**src/rtl/idli_pkg.sv**
```systemverilog
`default_nettype none
// ============================================================================
// Module   : idli_pkg
// Brief    : Shared constants and types for the idli core front end.
// Revision : 1.0
// ============================================================================
package idli_pkg;

    localparam int SQI_NIBBLE_W      = 4;
    localparam int IDLI_WORD_NIBBLES = 4;
    localparam int IDLI_RDBUF_DEPTH  = 2;

    typedef logic [15:0] idli_insn_t;

endpackage
`default_nettype wire

```
**src/rtl/idli_rdbuf_fifo_m.sv**
```systemverilog
`default_nettype none
// ============================================================================
// Module   : idli_rdbuf_fifo_m
// Brief    : Generic synchronous FIFO with push/pop, head, count, full/empty.
// Revision : 1.0
// ============================================================================
module idli_rdbuf_fifo_m #(
    parameter  int WIDTH = 16,
    parameter  int DEPTH = 2,
    localparam int CNT_W = $clog2(DEPTH + 1)
) (
    input  logic             clk,
    input  logic             rst,
    input  logic             i_clr,
    input  logic             i_push,
    input  logic [WIDTH-1:0] i_data,
    input  logic             i_pop,
    output logic [WIDTH-1:0] o_head,
    output logic [CNT_W-1:0] o_count,
    output logic             o_full,
    output logic             o_empty
);

    localparam int PTR_W = (DEPTH > 1) ? $clog2(DEPTH) : 1;
    localparam int MEM_N = 1 << PTR_W;

    logic [WIDTH-1:0] r_mem [MEM_N];
    logic [PTR_W-1:0] r_rd_ptr;
    logic [PTR_W-1:0] r_wr_ptr;
    logic [CNT_W-1:0] r_count;
    logic             w_rd;
    logic             w_wr;

    // Pointers wrap explicitly so non-power-of-two depths work.
    function automatic logic [PTR_W-1:0] ptr_inc(input logic [PTR_W-1:0] p);
        return (p == PTR_W'(DEPTH - 1)) ? '0 : p + 1'b1;
    endfunction

    assign o_full  = (r_count == CNT_W'(DEPTH));
    assign o_empty = (r_count == '0);
    assign w_rd    = i_pop && !o_empty;
    // A push into a full FIFO is legal when the head leaves in the same cycle.
    assign w_wr    = i_push && (!o_full || w_rd);

    always_ff @(posedge clk) begin
        if (rst || i_clr) begin
            r_rd_ptr <= '0;
            r_wr_ptr <= '0;
            r_count  <= '0;
        end else begin
            if (w_wr) begin
                r_wr_ptr <= ptr_inc(r_wr_ptr);
            end
            if (w_rd) begin
                r_rd_ptr <= ptr_inc(r_rd_ptr);
            end
            if (w_wr && !w_rd) begin
                r_count <= r_count + 1'b1;
            end else if (w_rd && !w_wr) begin
                r_count <= r_count - 1'b1;
            end
        end
    end

    always_ff @(posedge clk) begin
        if (w_wr) begin
            r_mem[r_wr_ptr] <= i_data;
        end
    end

    assign o_head  = r_mem[r_rd_ptr];
    assign o_count = r_count;

endmodule
`default_nettype wire

```
**src/rtl/idli_sqi_rdbuf_m.sv**
```systemverilog
`default_nettype none
// ============================================================================
// Module   : idli_sqi_rdbuf_m
// Brief    : SQI nibble assembler feeding a word FIFO toward instruction decode.
// Revision : 1.0
// ============================================================================
module idli_sqi_rdbuf_m
    import idli_pkg::*;
#(
    parameter  int NIBBLES   = IDLI_WORD_NIBBLES,
    parameter  int DEPTH     = IDLI_RDBUF_DEPTH,
    parameter  int LSN_FIRST = 1,
    localparam int W         = SQI_NIBBLE_W * NIBBLES,
    localparam int CNT_W     = $clog2(DEPTH + 1)
) (
    input  logic                    i_rdb_gck,
    input  logic                    i_rdb_rst,
    input  logic                    i_rdb_flush,
    input  logic [SQI_NIBBLE_W-1:0] i_rdb_sqi_data,
    input  logic                    i_rdb_sqi_vld,
    output logic [W-1:0]            o_rdb_word,
    output logic                    o_rdb_word_vld,
    input  logic                    i_rdb_word_acp,
    output logic [CNT_W-1:0]        o_rdb_count,
    output logic                    o_rdb_rdy,
    output logic                    o_rdb_ovf
);

    localparam int IDX_W = (NIBBLES > 1) ? $clog2(NIBBLES) : 1;

    logic [IDX_W-1:0] r_idx;
    logic [W-1:0]     r_asm;
    logic             r_ovf;
    logic [IDX_W-1:0] w_slot;
    logic [W-1:0]     w_word;
    logic             w_last;
    logic             w_push;
    logic             w_pop;
    logic             w_full;
    logic             w_empty;

    assign w_slot = (LSN_FIRST != 0) ? r_idx : (IDX_W'(NIBBLES - 1) - r_idx);
    assign w_last = i_rdb_sqi_vld && (r_idx == IDX_W'(NIBBLES - 1));
    assign w_push = w_last && !i_rdb_flush;
    assign w_pop  = i_rdb_word_acp && !w_empty;

    // Completed word includes the current nibble so it enters the FIFO this edge.
    always_comb begin
        w_word = r_asm;
        for (int s = 0; s < NIBBLES; s++) begin
            if (w_slot == IDX_W'(s)) begin
                w_word[SQI_NIBBLE_W*s +: SQI_NIBBLE_W] = i_rdb_sqi_data;
            end
        end
    end

    always_ff @(posedge i_rdb_gck) begin
        if (i_rdb_rst || i_rdb_flush) begin
            r_idx <= '0;
            r_ovf <= 1'b0;
        end else begin
            if (i_rdb_sqi_vld) begin
                r_idx <= w_last ? '0 : r_idx + 1'b1;
            end
            if (w_last && w_full && !w_pop) begin
                r_ovf <= 1'b1;
            end
        end
    end

    // Slots are rewritten before every push, so the assembly register needs no reset.
    always_ff @(posedge i_rdb_gck) begin
        if (i_rdb_sqi_vld && !i_rdb_flush) begin
            r_asm <= w_word;
        end
    end

    idli_rdbuf_fifo_m #(
        .WIDTH (W),
        .DEPTH (DEPTH)
    ) u_fifo (
        .clk     (i_rdb_gck),
        .rst     (i_rdb_rst),
        .i_clr   (i_rdb_flush),
        .i_push  (w_push),
        .i_data  (w_word),
        .i_pop   (i_rdb_word_acp),
        .o_head  (o_rdb_word),
        .o_count (o_rdb_count),
        .o_full  (w_full),
        .o_empty (w_empty)
    );

    assign o_rdb_word_vld = !w_empty;
    assign o_rdb_rdy      = !w_full;
    assign o_rdb_ovf      = r_ovf;

endmodule
`default_nettype wire

```
**config.mk**
```make
export PLATFORM = sky130hd
export DESIGN_NAME = idli_sqi_rdbuf_m
export DESIGN_NICKNAME = d
export VERILOG_FILES = /design/src/rtl/idli_pkg.sv /design/src/rtl/idli_rdbuf_fifo_m.sv /design/src/rtl/idli_sqi_rdbuf_m.sv
export SDC_FILE = /design/constraint.sdc
export NUM_CORES = 1
export LEC_CHECK = 0
export ABC_AREA = 1
export CAP_MARGIN = 20
export CORE_UTILIZATION = 49
export DETAILED_ROUTE_END_ITERATION = 16
export PLACE_DENSITY = 0.87
export SYNTH_ARGS = -nofsm -noshare
export SYNTH_HDL_FRONTEND = slang
export SYNTH_SLANG_ARGS = --single-unit
```
**constraint.sdc**
```tcl
create_clock -name i_rdb_gck -period 1.9 [get_ports i_rdb_gck]
set_clock_uncertainty 0.1 [all_clocks]
set_input_delay 0.38 -clock i_rdb_gck [delete_from_list [all_inputs] [get_ports i_rdb_gck]]
set_output_delay 0.38 -clock i_rdb_gck [all_outputs]
set_load 0.02 [all_outputs]
```
---- After elaboration in Yosys (flattened, before gate mapping) ----
Memories as Yosys holds them, arrays and structs flattened. A register that Yosys moved wholly into a read port is not among the register bits.
Index checks and enable logic that the tools add are counted.
word-level totals
  word-level logic and storage cells ...... 48
  bits in registers ....................... 23
  output and inout bits ................... 21
  memories kept ........................... 1
  bits in writable memories ............... 32
memory list
  name          depth  width  read ports  clocked after Yosys merged registers in  wr ports  RTL line                 source
  u_fifo.r_mem  2      16     1           1                                        1         idli_rdbuf_fifo_m.sv:27  logic [WIDTH-1:0] r_mem [MEM_N];
operators by class
  $add $sub $neg .......................... 5
  reduce and logical (&&, ||, !) cells .... 19
  equality and inequality tests ........... 4
  muxes and demuxes ....................... 13
operators with widths
  kind                   number
  $mux W4                4
  $logic_and A1 B1 Y1    9
  $eq A2 B2 Y1 const B   3
  $mux W1                6
  $mux W2                3
  $logic_not A1 Y1       5
  $add A2 B1 Y2 const B  2
  $logic_not A2 Y1       2
  $add A1 B1 Y1 const B  2
  $eq A2 B1 Y1 const B   1
  $logic_or A1 B1 Y1     2
  $reduce_bool A2 Y1     1
  $sub A2 B1 Y2 const B  1

---- Longest topological paths before layout ----
Gate-level depths: netlist of run 1.
  depth after elaboration ................. 9
  depth in mapped cells ................... 12
  depth with buffers taken out ............ 12

---- Cells and area by module ----
A second synthesis of run 1 with hierarchy kept.
second synthesis, totals
  cells, all modules ...................... 158
  area, all modules ....................... 2326.0 sq um
by module, submodules not included
  module             sequential area each (sq um)  cells an instance  times used  area an instance (sq um)
  idli_rdbuf_fifo_m  1061.0                        90                 1           1460.2
  idli_sqi_rdbuf_m   540.5                         68                 1           865.8

---- Worst setup path after synthesis of run 1 ----
OpenSTA, ideal clock, no wires.
  path kind ............................... flip-flop to flip-flop
  from .................................... register r_idx[0]
  to ...................................... memory u_fifo.r_mem[0][0], enable pin
  setup slack ............................. -0.160 ns
  data required time ...................... 1.412 ns
  stages on the path, launching flop included .. 6
  data arrival time ....................... 1.571 ns
  period minus slack after synthesis ...... 2.060 ns
  path through ............................ dfxtp_1 ha_1 nand2_1 nor2_2 nand2_1 nor2_1
on the way
  longest elaborated chain between the ends .. 6
ends and longest elaborated chain
  element                        RTL line                 source
  start, declared                idli_sqi_rdbuf_m.sv:31   logic [IDX_W-1:0] r_idx;
  start signal, assigned         idli_sqi_rdbuf_m.sv:63   r_idx <= w_last ? '0 : r_idx + 1'b1;
  $eq A2 B2 Y1                   idli_sqi_rdbuf_m.sv:43   assign w_last = i_rdb_sqi_vld && (r_idx == IDX_W'(NIBBLES - 1));
  $logic_and A1 B1 Y1            idli_sqi_rdbuf_m.sv:43
  $logic_and A1 B1 Y1            idli_sqi_rdbuf_m.sv:44   assign w_push = w_last && !i_rdb_flush;
  $logic_and A1 B1 Y1            idli_rdbuf_fifo_m.sv:43  assign w_wr = i_push && (!o_full || w_rd);
  $mux W1                        idli_rdbuf_fifo_m.sv:66  if (w_wr) begin
  $mux W1 (implied by the code)  idli_rdbuf_fifo_m.sv:67  r_mem[r_wr_ptr] <= i_data;
  end, declared                  idli_rdbuf_fifo_m.sv:27
Every way passes these cells.

==> impl_metrics.yaml, run 1 <==
power:
  power_frac_seq_pct: 64.0
  power.share.clock_pct: 31.0
  ir_drop_mv: 0.396
  leakage_nw: 1.05
  switching_share_pct: 20.2
  power_switching_mw: 0.429
  p_total_mw: 2.13
  internal-power_mw: 1.70
  power_density_nw_per_um2: 765
  comb_power_share_pct: 4.9
route:
  drc: 8
  first_pass_iters: 10
  vias: 1300
  drtIter0Drc: 126
  wl_per_cell_um: 16.0
  avgViaCountPerCell: 5.20
  drt-total-wl_um: 3990
  ant_nets: 0
global_route:
  gr-total-overflow: 0
  track_usage_pct: 17.3
  grt_pass1_vias: 1218
  antenna_found_initial: 0
  grt_pass1_wl_um: 6270
  grt_max_degree: 17
logic_synthesis:
  syn-instance-count: 151
  ys_seq_area_share_pct: 69.6
  syn_area_per_cell_sq_um: 15.2
  postSynthNetCount: 165
  synth.area.top_cells: "edfxtp_1, mux2_2, dfxtp_1"
  synth_top_cell_by_area: "edfxtp_1"
  ys.warnings.count: 0
  ys_ff_latch: 56
  netlist_area_sq_um: 2300
  yosysUniqueCellTypes: 16
  yosysTopAreaCellShare_pct: 62.7
finish:
  n_antenna_cell: 0
  final_nets: 211
  syn2layout_area_growth_pct: 20.8
  stdcell_area_sq_um: 2780
  final_common_cell: "edfxtp_1"
  drive_above_1_share_pct: 34.3
  mostFrequentLayoutCells: "edfxtp_1, nand2_1, mux2_2"
clock_tree:
  hold_buffers: 0
  cts-root-buf: "clkbuf_8"
  htree_levels: 2
  cts_num_sinks: 56
  clk_latency_ns: 0.30
  post_cts_buffers: 0
  tritoncts: "built"
  clockBufferDepth: 2
  cts_buffers: 5
  clk_pin_slew_worst_paths_ns: 0.10
critical_path:
  cp_slowest_cell: "dfxtp_4"
  critPathTopFamily: "flip-flops"
  r2r-end: "u_fifo.o_count[1]$_SDFFE_PP0P_"
  cp-start-kind: "register"
  r2r-start: "r_idx[0]$_SDFFE_PP0P_"
  r2r_slack_ns: 0.16
  cp.arrival_ns: 1.36
  path_buf_inv: 2
  path_cells: "buf_12, mux2_2, buf_2"
  worstPathRequired_ns: 1.42
  worstPathMaxFanout: 8
  critPathMaxStageDelay_ns: 0.41
  reg2reg_depth: 11
  worstSetupPathType: "reg -> out"
  end_kind: "output port"
placed_design:
  dp_hpwl_um: 2690
  globalplace.congestion: 0.763
  io_buffer_count: 29
  place_area_sq_um: 2730
worst_hold_path:
  hold_depth: 1
  min_to: "o_rdb_ovf$_SDFFE_PP0P_"
  hold_start: "o_rdb_ovf$_SDFFE_PP0P_"
  hp-class: "reg -> reg"
die:
  die_w_um: 70.5
  io_pins: 30
  core_area_sq_um: 4440
  fp-row-count: 24
  start_util_pct: 51.7
  die_h_um: 70.5
  dieArea_sq_um: 4970
timing:
  slew_viol_final: 0
  tightestPinTransition_ns: 0.279
  relSlewSlack_pct: 81.4
  period_share_pct: 96.6
  rsz0062_at_grt: "false"
  setup_viol: 0
  clock.fmax_ghz: 0.545
  hold_viol: 0
  layout_min_cycle_time_ns: 1.84
status:
  status: "complete, but fails checks"
  failed_checks: "DRC"
job:
  maxCapViolCount: 0
## synth_stat cells
library cell and instances:
o21ai_0 3, ha_1 5, edfxtp_1 48, nand3_1 4, buf_12 1, o21a_1 1
a21oi_1 5, mux2_2 18, buf_6 1, dfxtp_1 8, inv_1 13, mux2_4 10
nand2_1 22, nor2_2 2, nand4_1 1, nor2_1 9
## worst max-delay path by stage
stage | start | endpoint | slack (ns) | cells after the start
3_3_place_gp | i_rdb_sqi_vld | u_fifo.o_count[1]$_SDFFE_PP0P_ | -0.01 | 11
5_1_grt | register | o_rdb_word[3] | 0.02 | 3
6_report | register | o_rdb_word[3] | 0.06 | 3
3_5_place_dp | i_rdb_sqi_vld | u_fifo.o_count[1]$_SDFFE_PP0P_ | -0.07 | 11
4_1_cts | register | o_rdb_word[3] | -0.05 | 3
2_1_floorplan | r_idx[0]$_SDFFE_PP0P_ | u_fifo.r_mem[0][0]$_DFFE_PP_ | 0.09 | 5
## through the flow
stage / setup slack, ns / cells / setup TNS (ns) / utilization, % / hold WS, ns
after floorplan: 0.0933 / 151 / 0 / - / 0.365
after global placement: -0.0125 / 241 / -0.0125 / 61.5 / 0.380
after detailed placement: -0.0721 / 241 / -0.323 / 61.5 / 0.377
after CTS: -0.0486 / 250 / -0.0486 / 63.9 / 0.404
after global routing: 0.0222 / 250 / 0 / 62.5 / 0.425
final: 0.0648 / 250 / 0 / 62.5 / 0.401
## power by group through the flow
stage	Sequential [mW]	Clock (mW)	Combinational (mW)
floorplan	1.39	0	0.0535
global placement	1.39	0	0.0993
detailed placement	1.39	0	0.104
CTS	1.36	0.670	0.105
global route	1.36	0.711	0.113
finish	1.36	0.660	0.105
## layout make-up
class | count | area [sq um]
clock inverter | 2 | 10.0
tap | 52 | 65.1
multi-input combinational | 80 | 621
inverter | 13 | 48.8
sequential | 56 | 1610
timing repair buffer | 41 | 345
fill | 354 | 1670
clock buffer | 6 | 82.6
## what timing repair did
item | in CTS | in global routing
endpoints found under the hold margin | 0 | 0
gates cloned | 1 | 0
gates resized for setup | 60 | 10
setup endpoints to repair | 18 | 10
## routing by layer
| layer | up-vias | routed length (um) | track usage [%] |
|---|---|---|---|
| met5 | - | 0 | 0 |
| met4 | 0 | 96 | 8.16 |
| met3 | 10 | 158 | 3.46 |
| met2 | 41 | 1980 | 27.8 |
| met1 | 622 | 1760 | 22.9 |
| li1 | 627 | - | - |
## registers in the layout (all words and copies together), names as in the netlist, named ones only
name             count
u_fifo.r_mem        32
r_asm               16
r_idx                2
u_fifo.o_count       2
o_rdb_ovf            1
u_fifo.r_rd_ptr      1
u_fifo.r_wr_ptr      1
## cells by family after synthesis
group | synth area share (%)
multiplexers | 15.3
AO/OA/AOI/OAI | 2.07
buffers and inverters | 3.48
AND/OR/NAND/NOR | 6.75
adder cells (fa/ha/maj) | 2.72
flip-flops | 69.6
Note: power is estimated with default switching activity, not from simulation.
==> run 2, diff against run 1 <==
--- a/config.mk
+++ b/config.mk
@@ -10,6 +10,7 @@
 export CORE_UTILIZATION = 49
 export DETAILED_ROUTE_END_ITERATION = 16
 export PLACE_DENSITY = 0.87
+export REMOVE_ABC_BUFFERS = 1
 export SYNTH_ARGS = -nofsm -noshare
 export SYNTH_HDL_FRONTEND = slang
 export SYNTH_SLANG_ARGS = --single-unit
==> impl_metrics.yaml, run 2 (same netlist as run 1, synthesis figures left out) <==
route:
  drtIter0Drc: 69
  ant_nets: 0
  drt-total-wl_um: 3790
  drc: 4
  vias: 1278
  first_pass_iters: 12
  wl_per_cell_um: 15.3
  avgViaCountPerCell: 5.15
finish:
  final_common_cell: "edfxtp_1"
  largest_reg_flops: 32
  drive_above_1_share_pct: 33.2
  reg_top3: "u_fifo.r_mem x32, r_asm x16"
  stdcell_count: 248
  final_nets: 209
  final_util_pct: 62.4
  top_register: "u_fifo.r_mem"
  n_antenna_cell: 0
  fill_cells: 350
  stdcell_area_sq_um: 2770
  mostFrequentLayoutCells: "edfxtp_1, nand2_1, mux2_2"
  syn2layout_area_growth_pct: 20.6
timing:
  slew_viol_final: 0
  tightestPinTransition_ns: 0.280
  layout_min_cycle_time_ns: 1.83
  setup_viol: 0
  period_share_pct: 96.3
  relSlewSlack_pct: 81.4
  hold_viol: 0
  setup_tns_ns: 0
  clock.fmax_ghz: 0.547
  rsz0062_at_grt: "false"
critical_path:
  cp_slowest_cell: "dfxtp_4"
  r2r-end: "u_fifo.o_count[1]$_SDFFE_PP0P_"
  r2r_slack_ns: 0.21
  cp.arrival_ns: 1.35
  critPathMaxStageDelay_ns: 0.39
  worstPathMaxFanout: 8
  path_buf_inv: 2
  end_kind: "output port"
  critPathTopFamily: "flip-flops"
  r2r-start: "r_idx[1]$_SDFFE_PP0P_"
  worstSetupPathType: "reg -> out"
  reg2reg_depth: 11
  cp-start-kind: "register"
  worstPathRequired_ns: 1.42
  path_cells: "clkbuf_16, mux2_2, buf_2"
clock_tree:
  tritoncts: "built"
  clockBufferDepth: 2
  cts-root-buf: "clkbuf_8"
  cts_num_sinks: 56
  post_cts_buffers: 0
  clk_pin_slew_worst_paths_ns: 0.09
  cts_buffers: 5
  clk_latency_ns: 0.30
  htree_levels: 2
die:
  start_util_pct: 51.7
  fp-row-count: 24
  core_area_sq_um: 4440
  io_pins: 30
  die_w_um: 70.5
  die_h_um: 70.5
  dieArea_sq_um: 4970
placed_design:
  dp_hpwl_um: 2600
  place_area_sq_um: 2730
  dp.cells: 239
  io_buffer_count: 29
  globalplace.congestion: 0.763
power:
  p_total_mw: 2.07
  ir_drop_mv: 0.370
  power_density_nw_per_um2: 747
  leakage_nw: 1.03
worst_hold_path:
  hold_start: "o_rdb_ovf$_SDFFE_PP0P_"
  hp-class: "reg -> reg"
  hold_depth: 1
  min_to: "o_rdb_ovf$_SDFFE_PP0P_"
global_route:
  antenna_found_initial: 0
  track_usage_pct: 15.7
  gr-total-overflow: 0
  grt_pass1_vias: 1213
  grt_max_degree: 17
  grt_pass1_wl_um: 5780
status:
  failed_checks: "DRC"
  status: "complete, but fails checks"
job:
  maxCapViolCount: 0
run 2: changes by cell type in the layout (fill, tap and decap cells not counted), moves of 2 or more:
cell,previous run,this run
buf_2,15,8
clkinv_2,2,0
buf_4,10,6
clkbuf_2,0,8
run 2: power by group:
part	switching (mW)	leakage, nW	total (mW)	internal [mW]
clock	0.350	0.0388	0.606	0.256
sequential	0.00689	0.504	1.36	1.35
combinational	0.0534	0.484	0.103	0.0497
run 2: area by class of cell:
type                    instances  area [sq um]  area share [%]
clock buffers                   6          72.6            2.62
repair buffers                 39           338            12.2
inverters                      13          48.8            1.76
well taps                      52          65.1            2.35
clock inverters                 2          11.3           0.406
flip-flops and latches         56          1610            57.9
multi-input cells              80           631            22.7
run 2: worst register-to-register path, cell delays in order (launching register included):
cell and delay, ns:
dfxtp_1 0.41, ha_4 0.19, nand2_1 0.08, nor2_2 0.12, nand2_1 0.10, inv_1 0.07, ha_1 0.24, inv_1 0.08
nand3_1 0.08, nand2_1 0.06, inv_1 0.03, nor2_1 0.08
run 2: worst max-delay path by stage:
| stage | from | to | slack, ns | depth (start not counted) |
|---|---|---|---|---|
| 3_5_place_dp | i_rdb_sqi_vld | u_fifo.o_count[1]$_SDFFE_PP0P_ | -0.06 | 11 |
| 3_3_place_gp | i_rdb_sqi_vld | u_fifo.o_count[1]$_SDFFE_PP0P_ | -0.001 | 11 |
| 2_1_floorplan | r_idx[0]$_SDFFE_PP0P_ | u_fifo.r_mem[0][0]$_DFFE_PP_ | -0.16 | 5 |
| 5_1_grt | r_idx[1]$_SDFFE_PP0P_ | u_fifo.o_count[1]$_SDFFE_PP0P_ | 0.02 | 11 |
| 6_report | register | o_rdb_word[2] | 0.07 | 3 |
| 4_1_cts | register | o_rdb_word[6] | -0.02 | 3 |
run 2: routing by layer:
metal  global-route usage, %  part of all wire (%)
met1                    18.8                    43
met2                    26.6                    50
met3                    3.61                   5.6
met4                    7.94                   1.3
met5                       0                     0
run 2: through the flow:
| step | hold slack [ns] | setup WS, ns |
|---|---|---|
| global route | 0.420 | 0.0196 |
| floorplan | 0.365 | -0.160 |
| CTS | 0.385 | -0.0227 |
| detailed placement | 0.354 | -0.0625 |
| finish | 0.376 | 0.0705 |
| global placement | 0.355 | -0.00128 |
run 2: timing repair:
action	CTS	global route
resized for setup	46	17
setup endpoints to repair	18	31
gates cloned	0	1
hold buffers	0	0
==> run 3, diff against run 2 <==
--- a/config.mk
+++ b/config.mk
@@ -9,6 +9,7 @@
 export CAP_MARGIN = 20
 export CORE_UTILIZATION = 49
 export DETAILED_ROUTE_END_ITERATION = 16
+export GPL_ROUTABILITY_DRIVEN = 0
 export PLACE_DENSITY = 0.87
 export REMOVE_ABC_BUFFERS = 1
 export SYNTH_ARGS = -nofsm -noshare
==> results of run 3 <==
No change in the layout: final DEF, timing and power equal those of run 2.
